**src/rtl/uart_cmd_parser.sv**
```systemverilog
// rtl/uart_cmd_parser.sv - UART ASCII command frame collector and syntax checker
// Optional macro UART_CMD_LOWERCASE_EN: accept lowercase r/w commands and a-f hex, stored uppercased.
module uart_cmd_parser #(
   parameter int unsigned TIMEOUT_CYC = 1000000,
   parameter int unsigned CNT_W       = 32
) (
   input  logic        CLK,
   input  logic        RST_N,
   input  logic [7:0]  RX_DATA,
   input  logic        RX_VALID,
   output logic        DATA_EN,
   output logic        STATE_R_OUT,
   output logic        STATE_W_OUT,
   output logic [15:0] ADDR_OUT,
   output logic [63:0] DATA_OUT,
   output logic        FAIL_OUT,
   output logic        BUSY
);

   localparam logic [7:0]       CH_R      = 8'h52;
   localparam logic [7:0]       CH_W      = 8'h57;
   localparam logic [7:0]       CH_CR     = 8'h0D;
   localparam logic [7:0]       CH_LF     = 8'h0A;
   localparam logic [63:0]      READ_DATA = 64'h3030_3030_3030_3030;
   localparam bit               TO_EN     = (TIMEOUT_CYC != 0);
   localparam logic [CNT_W-1:0] TO_LAST   = CNT_W'(TIMEOUT_CYC - 1);
   localparam logic [CNT_W-1:0] CNT_ONE   = CNT_W'(1);

   typedef enum logic [2:0] {
      S_IDLE,
      S_ADDR,
      S_DATA,
      S_TERM,
      S_FLUSH
   } state_t;

   state_t            r_state;
   state_t            w_state_nxt;
   logic              r_is_wr;
   logic              w_is_wr_nxt;
   logic [2:0]        r_char_cnt;
   logic [2:0]        w_char_cnt_nxt;
   logic [15:0]       r_addr_sr;
   logic [15:0]       w_addr_sr_nxt;
   logic [63:0]       r_data_sr;
   logic [63:0]       w_data_sr_nxt;
   logic [CNT_W-1:0]  r_to_cnt;
   logic              r_data_en;
   logic              r_state_r;
   logic              r_state_w;
   logic              r_fail;
   logic [15:0]       r_addr_out;
   logic [63:0]       r_data_out;
   logic [7:0]        w_byte;
   logic              w_is_hex;
   logic              w_timeout;
   logic              w_ok;
   logic              w_fail;

   // Folding lowercase letters onto uppercase lets one set of uppercase rules cover both cases.
   always_comb begin
      w_byte = RX_DATA;
`ifdef UART_CMD_LOWERCASE_EN
      if (RX_DATA >= 8'h61 && RX_DATA <= 8'h7A) begin
         w_byte = RX_DATA & 8'hDF;
      end
`endif
   end

   assign w_is_hex  = (w_byte >= 8'h30 && w_byte <= 8'h39) ||
                      (w_byte >= 8'h41 && w_byte <= 8'h46);
   assign w_timeout = TO_EN && !RX_VALID && (r_state != S_IDLE) && (r_to_cnt == TO_LAST);

   always_comb begin
      w_state_nxt    = r_state;
      w_is_wr_nxt    = r_is_wr;
      w_char_cnt_nxt = r_char_cnt;
      w_addr_sr_nxt  = r_addr_sr;
      w_data_sr_nxt  = r_data_sr;
      w_ok           = 1'b0;
      w_fail         = 1'b0;
      if (RX_VALID) begin
         case (r_state)
            S_IDLE: begin
               if (w_byte == CH_R || w_byte == CH_W) begin
                  w_is_wr_nxt    = (w_byte == CH_W);
                  w_char_cnt_nxt = 3'd0;
                  w_state_nxt    = S_ADDR;
               end else if (RX_DATA != CH_CR && RX_DATA != CH_LF) begin
                  w_fail      = 1'b1;
                  w_state_nxt = S_FLUSH;
               end
            end
            S_ADDR: begin
               if (w_is_hex) begin
                  w_addr_sr_nxt = {r_addr_sr[7:0], w_byte};
                  if (r_char_cnt == 3'd1) begin
                     w_char_cnt_nxt = 3'd0;
                     w_state_nxt    = r_is_wr ? S_DATA : S_TERM;
                  end else begin
                     w_char_cnt_nxt = r_char_cnt + 3'd1;
                  end
               end else begin
                  w_fail      = 1'b1;
                  w_state_nxt = S_FLUSH;
               end
            end
            S_DATA: begin
               if (w_is_hex) begin
                  w_data_sr_nxt = {r_data_sr[55:0], w_byte};
                  if (r_char_cnt == 3'd7) begin
                     w_char_cnt_nxt = 3'd0;
                     w_state_nxt    = S_TERM;
                  end else begin
                     w_char_cnt_nxt = r_char_cnt + 3'd1;
                  end
               end else begin
                  w_fail      = 1'b1;
                  w_state_nxt = S_FLUSH;
               end
            end
            S_TERM: begin
               if (RX_DATA == CH_CR) begin
                  w_ok        = 1'b1;
                  w_state_nxt = S_IDLE;
               end else begin
                  w_fail      = 1'b1;
                  w_state_nxt = S_FLUSH;
               end
            end
            S_FLUSH: begin
               if (RX_DATA == CH_CR) begin
                  w_state_nxt = S_IDLE;
               end
            end
            default: w_state_nxt = S_IDLE;
         endcase
      end else if (w_timeout) begin
         // A stalled flush just gives up quietly; the failure was already reported.
         w_state_nxt = S_IDLE;
         w_fail      = (r_state != S_FLUSH);
      end
   end

   always_ff @(posedge CLK) begin
      if (!RST_N) begin
         r_state    <= S_IDLE;
         r_is_wr    <= 1'b0;
         r_char_cnt <= 3'd0;
         r_addr_sr  <= 16'h0;
         r_data_sr  <= 64'h0;
         r_to_cnt   <= '0;
         r_data_en  <= 1'b0;
         r_state_r  <= 1'b0;
         r_state_w  <= 1'b0;
         r_fail     <= 1'b0;
         r_addr_out <= 16'h0;
         r_data_out <= 64'h0;
      end else begin
         r_state    <= w_state_nxt;
         r_is_wr    <= w_is_wr_nxt;
         r_char_cnt <= w_char_cnt_nxt;
         r_addr_sr  <= w_addr_sr_nxt;
         r_data_sr  <= w_data_sr_nxt;
         r_to_cnt   <= (RX_VALID || r_state == S_IDLE || w_timeout) ? '0 : r_to_cnt + CNT_ONE;
         r_data_en  <= w_ok | w_fail;
         if (w_ok) begin
            r_state_r  <= !r_is_wr;
            r_state_w  <= r_is_wr;
            r_fail     <= 1'b0;
            r_addr_out <= r_addr_sr;
            r_data_out <= r_is_wr ? r_data_sr : READ_DATA;
         end else if (w_fail) begin
            r_state_r <= 1'b0;
            r_state_w <= 1'b0;
            r_fail    <= 1'b1;
         end
      end
   end

   assign DATA_EN     = r_data_en;
   assign STATE_R_OUT = r_state_r;
   assign STATE_W_OUT = r_state_w;
   assign ADDR_OUT    = r_addr_out;
   assign DATA_OUT    = r_data_out;
   assign FAIL_OUT    = r_fail;
   assign BUSY        = (r_state != S_IDLE);

endmodule

```
**config.mk**
```make
export PLATFORM = sky130hd
export DESIGN_NAME = uart_cmd_parser
export DESIGN_NICKNAME = d
export VERILOG_FILES = /design/src/rtl/uart_cmd_parser.sv
export SDC_FILE = /design/constraint.sdc
export NUM_CORES = 1
export LEC_CHECK = 0
export BUFFER_PORTS_ARGS = -buffer_cell sky130_fd_sc_hd__buf_4
export CAP_MARGIN = 20
export CORE_AREA = 3 3 166 168
export DETAILED_ROUTE_END_ITERATION = 12
export DIE_AREA = 0 0 169 171
export HOLD_SLACK_MARGIN = 0.1
export PLACE_DENSITY_LB_ADDON = 0.1
export SYNTH_ARGS = -nofsm -noshare
export SYNTH_HDL_FRONTEND = slang
export SYNTH_SLANG_ARGS = --single-unit
```
**constraint.sdc**
```tcl
create_clock -name CLK -period 2.3 [get_ports CLK]
set_input_delay 0.115 -clock CLK [delete_from_list [all_inputs] [get_ports CLK]]
set_output_delay 0.115 -clock CLK [all_outputs]
set_load 0.03 [all_outputs]
```
==> summary.md, run 1 <==
Synthesis produced a netlist whose cell count is 829. Timing would allow up to 451 MHz. The number of antenna diodes in the final layout is 0. Once detail routing completed, the nets flagged for antenna violations numbered 0. After legalization and detailed placement, the total HPWL measured 12.7 mm.

At the end of the flow, the number of nets in the layout was 946. In this run, the combinational gates consume 3.7% of the power. Clock skew on the completed layout was measured at 0.0118 ns. Summed over all nets, the switching power comes to 0.00164 W.

The logs give 51.9% for the share of synthesized area occupied by flip-flops and latches and 96 for the number of top-level pins. Of the available clock period, the critical path in the final layout requires 96.3%. The die is 171 microns tall. Entering global routing, the biggest net connects 78 pins.

The residual DRC count is 0. The pre-CTS worst setup slack came out at 0.0127 ns. Start-to-end type of the worst setup path: input port to register.

The run gives 13.0% as the total global routing track utilization. Across the run, the number of max-cap violations was 0. The later pin in the worst-skew pair is clocked with a latency of 0.51 ns. Worst-case vdd ir drop: 0.000511 V. The number of antenna violations at the first check in global routing was 1. The area growth from synthesis to layout is 27.7%. The flow ran to the end, and the final reports show no timing, DRC or antenna violations. Internal power comes to 0.00615 W. Library cell with the largest summed area after synthesis: sky130_fd_sc_hd__dfxtp_1.

The die area was 0.0289 sq mm; the mean instance size in the synthesized netlist was 9.44 sq um. The tools report the via count of the first global-routing pass as 5758. In this run the power density over the cells is 779 mW/mm^2. The commonest non-fill, non-tap cell in the layout is sky130_fd_sc_hd__dfxtp_1. Of the cells placed in the final design, the portion with a size suffix greater than 1 is 18.4%. The initial standard-cell utilization of the core was 30.0%.

Sorting the synthesized cells by area gives the leading types as sky130_fd_sc_hd__dfxtp_1 (52%), sky130_fd_sc_hd__nand2_1 (8.3%), sky130_fd_sc_hd__a21boi_1 (5.5%), sky130_fd_sc_hd__a22o_1 (5.3%), sky130_fd_sc_hd__a21boi_0 (2.6%). Placer congestion estimate: 0.773. The start of the worst register-to-register path was r_to_cnt[20]$_SDFF_PP0_.

Measured on the finished design, the core utilization comes to 38.3%. For the final routed database, the setup TNS stands at 0 ns. Clock-pin slew was measured on the worst setup and hold paths at 0.05 ns. Fill cells in the final layout number 2665. Launching instance or port of the critical path: RX_DATA[0].

The region available for standard cell placement spans 0.0261 sq mm. For this run, the leading register cell type out of synthesis is sky130_fd_sc_hd__dfxtp_1. The level count of the clock H-tree was 1. The routed layout has 6000 vias.

In the layout the commonest cells are sky130_fd_sc_hd__dfxtp_1 (203), sky130_fd_sc_hd__nand2_1 (173), sky130_fd_sc_hd__buf_4 (114). Yosys mapped a number of flops with a built-in enable equal to 0. The shortest clock period the worst path allows after layout came out at 2.22 ns. Net count of the mapped netlist: 844. The detailed-route wire length came out at 19.8 mm. TritonCTS built the clock tree. Measured along the x axis, the die boundary spans 169 microns. The tools report the clock buffer count from CTS as 24. The worst setup path is launched from an input port. The area of the mapped netlist was 0.00782 sq mm; the slew at the pin closest to its max-slew limit was 0.682 ns. Setup repair after global routing left no endpoint under its margin.

The count of port buffers added during placement is 95. Of the total power, the clock network draws 50.8%. The global-route wire length before repair was 31.3 mm. Data on the critical path is required at its endpoint by 2.69 ns. The share of async-settable or async-resettable flops after synthesis works out to 0%.

The root buffer cell chosen for the clock tree is sky130_fd_sc_hd__clkbuf_16. The run gives 0 as the synthesis warning total. The synthesized netlist contains 54 unique library cells.

The number of synthesized register bits was 203; the maximum clock insertion buffer count was 3. The run gives 4 as the length of the first detailed-routing pass in iterations. Counting every sink on the clock net gives 203. In this run the most critical hold path is launched from RX_DATA[4]. The worst hold path belongs to the class input port to register.

The floorplan has 59 rows. The largest fanout on the critical path was 32; the detailed-route wire length per cell was 15.4 microns. The number of vias per cell after detailed routing is 4.68, and the remaining global-route overflow is 0.

The worst setup path is captured at a register. The final hold violation count is 0, and the relative slew slack is 54.5%. Arrival time of the worst setup path: 2.60 ns.

The top cell type by area accounts for 51.9% of the synthesized area. The cell leakage power is 3.97 nW, and the switching power share of the total is 21.0%. The number of max-slew violations in the final report is 0. The logs give 0 for the count of buffers added by post-CTS timing repair for setup and 0.0845 ns for the worst path setup slack after routing. The share of total power in sequential cells was 45.5%; the initial detailed-routing violation count was 399. The run gives 0 as the total setup violations reported at the end of the flow.
==> cell families (layout without fill, tap and decap cells) <==
kind of cell               Yosys count  after routing  share of synthesized area, %
adders and majority gates            4              4                         0.640
buffers and inverters               60            177                          3.37
and+or+nand+nor                    334            334                          20.3
AOI/OAI and AO/OA                  185            185                          18.7
xor gates and xnor gates            29             29                          3.25
muxes                               14             14                          1.79
DFF                                203            203                          51.9
==> final timing paths <==
kind / to / slack (ns) / cells past startpoint
worst min-delay path: r_state[1]$_SDFFE_PN0P_ / 0.13 / 5
worst min register to register: r_data_sr[61]$_SDFFE_PN0P_ / 0.44 / 2
worst max-delay path: r_data_sr[1]$_SDFFE_PN0P_ / 0.08 / 9
worst max register to register: r_state[0]$_SDFFE_PN0P_ / 0.22 / 6
==> routing by layer <==
| layer | global-route usage, % | share of wire [%] | up-vias |
|---|---|---|---|
| li1 | - | - | 3084 |
| met1 | 19.3 | 52 | 2779 |
| met2 | 19.3 | 41 | 107 |
| met3 | 2.54 | 4.6 | 30 |
| met4 | 3.74 | 2.4 | 0 |
| met5 | 0 | 0 | - |
==> registers in the layout, indices dropped and copies added (netlist names) <==
signal       count
ADDR_OUT        16
r_state          3
r_addr_sr       16
FAIL_OUT         1
r_is_wr          1
r_char_cnt       3
DATA_EN          1
r_to_cnt        32
STATE_W_OUT      1
STATE_R_OUT      1
r_data_sr       64
DATA_OUT        64
==> through the flow <==
step                      cells  hold WS, ns  power, W  cell area [sq um]
after CTS                  1280        0.110   0.00791               9940
after global placement     1232        0.396   0.00390               9030
after floorplan             829        0.250   0.00378               7820
after detailed placement   1232        0.409   0.00390               9030
after global routing       1281        0.169   0.00811               9990
final                      1281        0.130   0.00778               9990
==> power groups by stage <==
| stage | logic (W) | clock network [W] | registers [W] |
|---|---|---|---|
| 6_report | 0.000287 | 0.00395 | 0.00354 |
| 5_1_grt | 0.000315 | 0.00425 | 0.00354 |
| 4_1_cts | 0.000287 | 0.00409 | 0.00354 |
| 3_5_place_dp | 0.000277 | 0 | 0.00362 |
| 3_3_place_gp | 0.000279 | 0 | 0.00362 |
| 2_1_floorplan | 0.000158 | 0 | 0.00362 |
==> final cells by class <==
cell class / count / area [sq um] / share of cell area (%)
sequential: 203 / 4060 / 40.7
multi-input combinational: 566 / 3530 / 35.4
timing repair buffer: 130 / 1110 / 11.1
clock buffer: 35 / 722 / 7.23
tap: 335 / 419 / 4.20
clock inverter: 6 / 116 / 1.16
inverter: 6 / 22.5 / 0.225
==> critical path: stages <==
cell and delay, ns:
sky130_fd_sc_hd__dlygate4sd3_1 0.53, sky130_fd_sc_hd__buf_4 0.14, sky130_fd_sc_hd__and2_1 0.14, sky130_fd_sc_hd__or4b_4 0.51, sky130_fd_sc_hd__a2111o_1 0.45, sky130_fd_sc_hd__or2_4 0.31, sky130_fd_sc_hd__clkbuf_16 0.22, sky130_fd_sc_hd__nand2_1 0.08
sky130_fd_sc_hd__a21boi_0 0.07
==> synthesized netlist by cell type, drive strengths merged (2+ instances only) <==
cell type and number:
o21a 3, ha 4, nand2 173, dfxtp 203
or3 4, a31o 2, nand3 22, nor2 42
o21ai 9, a22o 47, nor2b 21, mux2i 14
nand3b 17, o211a 16, nor4 4, xnor2 11
and4 5, nor3 8, nand2b 6, and2 4
and3 10, nand4 6, nor4b 2, and3b 2
xor2 18, a31oi 4, inv 6, buf 18
nor3b 2, a21boi 84, clkbuf 36, a21oi 8
==> what timing repair did <==
action / 4_1_cts / 5_1_grt
gates resized for setup: 0 / 5
endpoints found under the hold margin: 14 / 0
setup endpoints to repair: 0 / 80
hold buffers: 7 / 0
Note: power is estimated with default switching activity, not from simulation.
==> inputs of run 2 (changes only) <==
--- a/config.mk
+++ b/config.mk
@@ -7,9 +7,9 @@
 export LEC_CHECK = 0
 export BUFFER_PORTS_ARGS = -buffer_cell sky130_fd_sc_hd__buf_4
 export CAP_MARGIN = 20
-export CORE_AREA = 3 3 166 168
+export CORE_AREA = 3 3 122 124
 export DETAILED_ROUTE_END_ITERATION = 12
-export DIE_AREA = 0 0 169 171
+export DIE_AREA = 0 0 125 127
 export HOLD_SLACK_MARGIN = 0.1
 export PLACE_DENSITY_LB_ADDON = 0.1
 export SYNTH_ARGS = -nofsm -noshare
==> run 2 against run 1 <==
Worst hold slack gained 0.10 ns. Non-clock buffer count fell by 4. Design area decreased by 4.1%. Cell count down 13%. Via count up 3.5%. Sequential share of layout area increased by 1.8 points.
==> summary.md, run 2 (synthesis results as in run 1) <==
The fraction of layout cells with a size suffix above 1 works out to 17.1%. For the via count of the first global-routing pass, the log shows 5897. Clock-pin slew was measured on the worst setup and hold paths at 0.06 ns.

The number of antenna violations at the first check in global routing is 0, and the net switching power figure is 0.00145 W. In the final timing run, aggregate negative setup slack is 0 ns. The largest fanout on the critical path works out to 39.

The run gives 0.000600 V as the worst-case vdd ir drop. At the pin with the least slew margin, the transition time is 0.678 ns. The detailed-route wire length was 17.3 mm; the power per standard cell area was 743 mW/mm^2. The clock buffer count from CTS was 21.

The run finished with clean final reports. The horizontal die dimension is 125 microns. The relative contribution of the clock network to total power is 46.5%. The die covers 0.0159 sq mm. Per report_power, the sequential group accounts for 49.7% of the total. 96 I/O pins were placed.

The run gives 0 as the number of max-slew violations in the final report. The final hold violation count was 0; the level count of the clock H-tree was 1. The slowest library cell on the worst path is sky130_fd_sc_hd__dlygate4sd3_1. The initial utilization of the core area, before any placement, comes to 56.4%. The largest single stage delay on the critical path is 0.54 ns.

In the routed design, unresolved DRC markers number 0. The logs give 457 MHz for the highest achievable clock rate and 0.0139 sq mm for the placeable core area. The worst register-to-register path begins at r_to_cnt[22]$_SDFF_PP0_. The tightest hold path in the finished design has a slack of 0.230 ns. Data on the critical path is required at its endpoint by 2.65 ns.

The clock net sink count came out at 203. STA classifies the critical path endpoint as a register. The kind of cell with the highest combined delay along the critical path is simple AND/OR/NAND/NOR gates. The run gives 0 as the number of max-capacitance violations reported. Setup violations remaining at the end of the flow were counted as 0.

For this run the aggregate overflow at the end of global routing stands at 0. The worst setup path is launched from an input port. The placer congestion estimate was 0.863; the shortest clock period the worst path allows after layout was 2.19 ns. In the layout the commonest cells are sky130_fd_sc_hd__dfxtp_1 (203), sky130_fd_sc_hd__nand2_1 (173), sky130_fd_sc_hd__buf_4 (110). Number of antenna cells inserted: 0. Counting both buffers and inverters, the worst setup path holds a total of 3. For the global-route wire length before repair, the log shows 28.7 mm.

Compared with the post-synthesis result, the final layout area differs by 22.4%. Dividing the detail-routed wire length by the instance count gives 15.5 microns. Once layout is complete, the cells apart from fillers number 1117.

The hold path startpoint is RX_DATA[7]. Setup repair after global routing left no endpoint under its margin. The floorplan has 43 rows. The maximum clock skew at final layout was 0.0138 ns. TritonCTS built the clock tree. The via total after detailed routing was 6207; the total power was 0.00712 W.

The arrival time of the worst setup path was 2.54 ns. The sum of net half-perimeters after detailed placement came out at 11.3 mm. The clock latency of the later-clocked register in the worst-skew pair was 0.48 ns. The commonest non-fill, non-tap cell in the layout was sky130_fd_sc_hd__dfxtp_1.

Entering global routing, the biggest net connects 85 pins. Input and output buffers added on the ports amount to 95. The final layout contains 939 nets. The internal portion of the total power is 0.00567 W.

The tools report the length of the first detailed-routing pass in iterations as 5. In this run the tightest slew margin relative to its limit is 54.8%. The maximum clock insertion buffer count came out at 3.

In the finished design, the share of the clock period the worst path needs comes to 95.1%. The count of nets left with antenna violations once routing finished came out at 0. In this run, placement finished with an instance count of 1072.

The critical path starts at RX_DATA[5]. Along the worst hold path, the cell count comes to 5. The die height was 127 microns.

The number of vias per cell after detailed routing works out to 5.56. The setup path with the least slack is of type input port to register. The tightest min-delay check is of the input port to register type.

The cell sitting at the root of the clock tree is a sky130_fd_sc_hd__clkbuf_16. The cell depth of the worst setup path came out at 8. Walking the worst path, the cells encountered are dlygate4sd3_1 -> buf_4 -> or4b_4 -> a2111o_1 -> or2_2 -> buf_12 -> nand2_1 -> a21boi_0. The tools report the initial detailed-routing violation count as 352.

The worst register-to-register path has a depth of 7. In this run, the combinational gates consume 3.8% of the power. For this design the static power due to leakage is 3.86 nW. Switching power share of the total: 20.4%. Global routing used 21.1% of the available tracks.
-- run 2: through the flow --
stage	utilization (%)	setup slack [ns]	cell area (sq um)
floorplan	-	0.222	7820
global placement	63.2	0.0897	8770
detailed placement	63.2	-0.00450	8770
CTS	68.6	0.0105	9520
global route	69.0	0.00944	9580
finish	69.0	0.113	9580
-- run 2: power groups by stage --
stage               clock network (W)  logic [W]  registers [W]
floorplan                           0   0.000158        0.00362
global placement                    0   0.000247        0.00362
finish                        0.00331   0.000268        0.00354
detailed placement                  0   0.000253        0.00362
global route                  0.00352   0.000290        0.00354
CTS                           0.00338   0.000263        0.00354
-- run 2: repair_timing --
item / 4_1_cts / 5_1_grt
endpoints found under the setup margin: 0 / 117
setup buffers: 0 / 1
hold buffers: 7 / 0
gates resized for setup: 0 / 5
endpoints found under the hold margin: 41 / 0
-- run 2: area by class of cell --
type	instances	area [sq um]
tap	180	225
clock inverter	5	75.1
sequential	203	4060
fill	1080	4300
inverter	6	22.5
timing repair buffer	126	1060
clock buffer	31	603
multi-input combinational	566	3520
-- run 2: layer usage --
metal / global-route usage [%] / vias to the layer above / share of wire [%]
met1: 28.7 / 2982 / 47
li1: - / 3052 / -
met2: 35.3 / 142 / 46
met4: 5.29 / 0 / 2.3
met5: 0 / - / 0
met3: 3.43 / 31 / 4.5
-- run 2: path summary, 6_finish.rpt --
kind	endpoint	slack, ns
worst max register to register	STATE_W_OUT$_SDFFE_PN0P_	0.21
worst max-delay path	r_data_sr[63]$_SDFFE_PN0P_	0.11
worst min register to register	r_data_sr[56]$_SDFFE_PN0P_	0.45
worst min-delay path	r_state[1]$_SDFFE_PN0P_	0.23
-- run 2: worst register-to-register path: cells and delay by family (launching register included) --
kind	cells	cell delay (ns)
compound gates	1	0.25
buf+inv	1	0.17
flops	1	0.36
simple gates	5	1.21
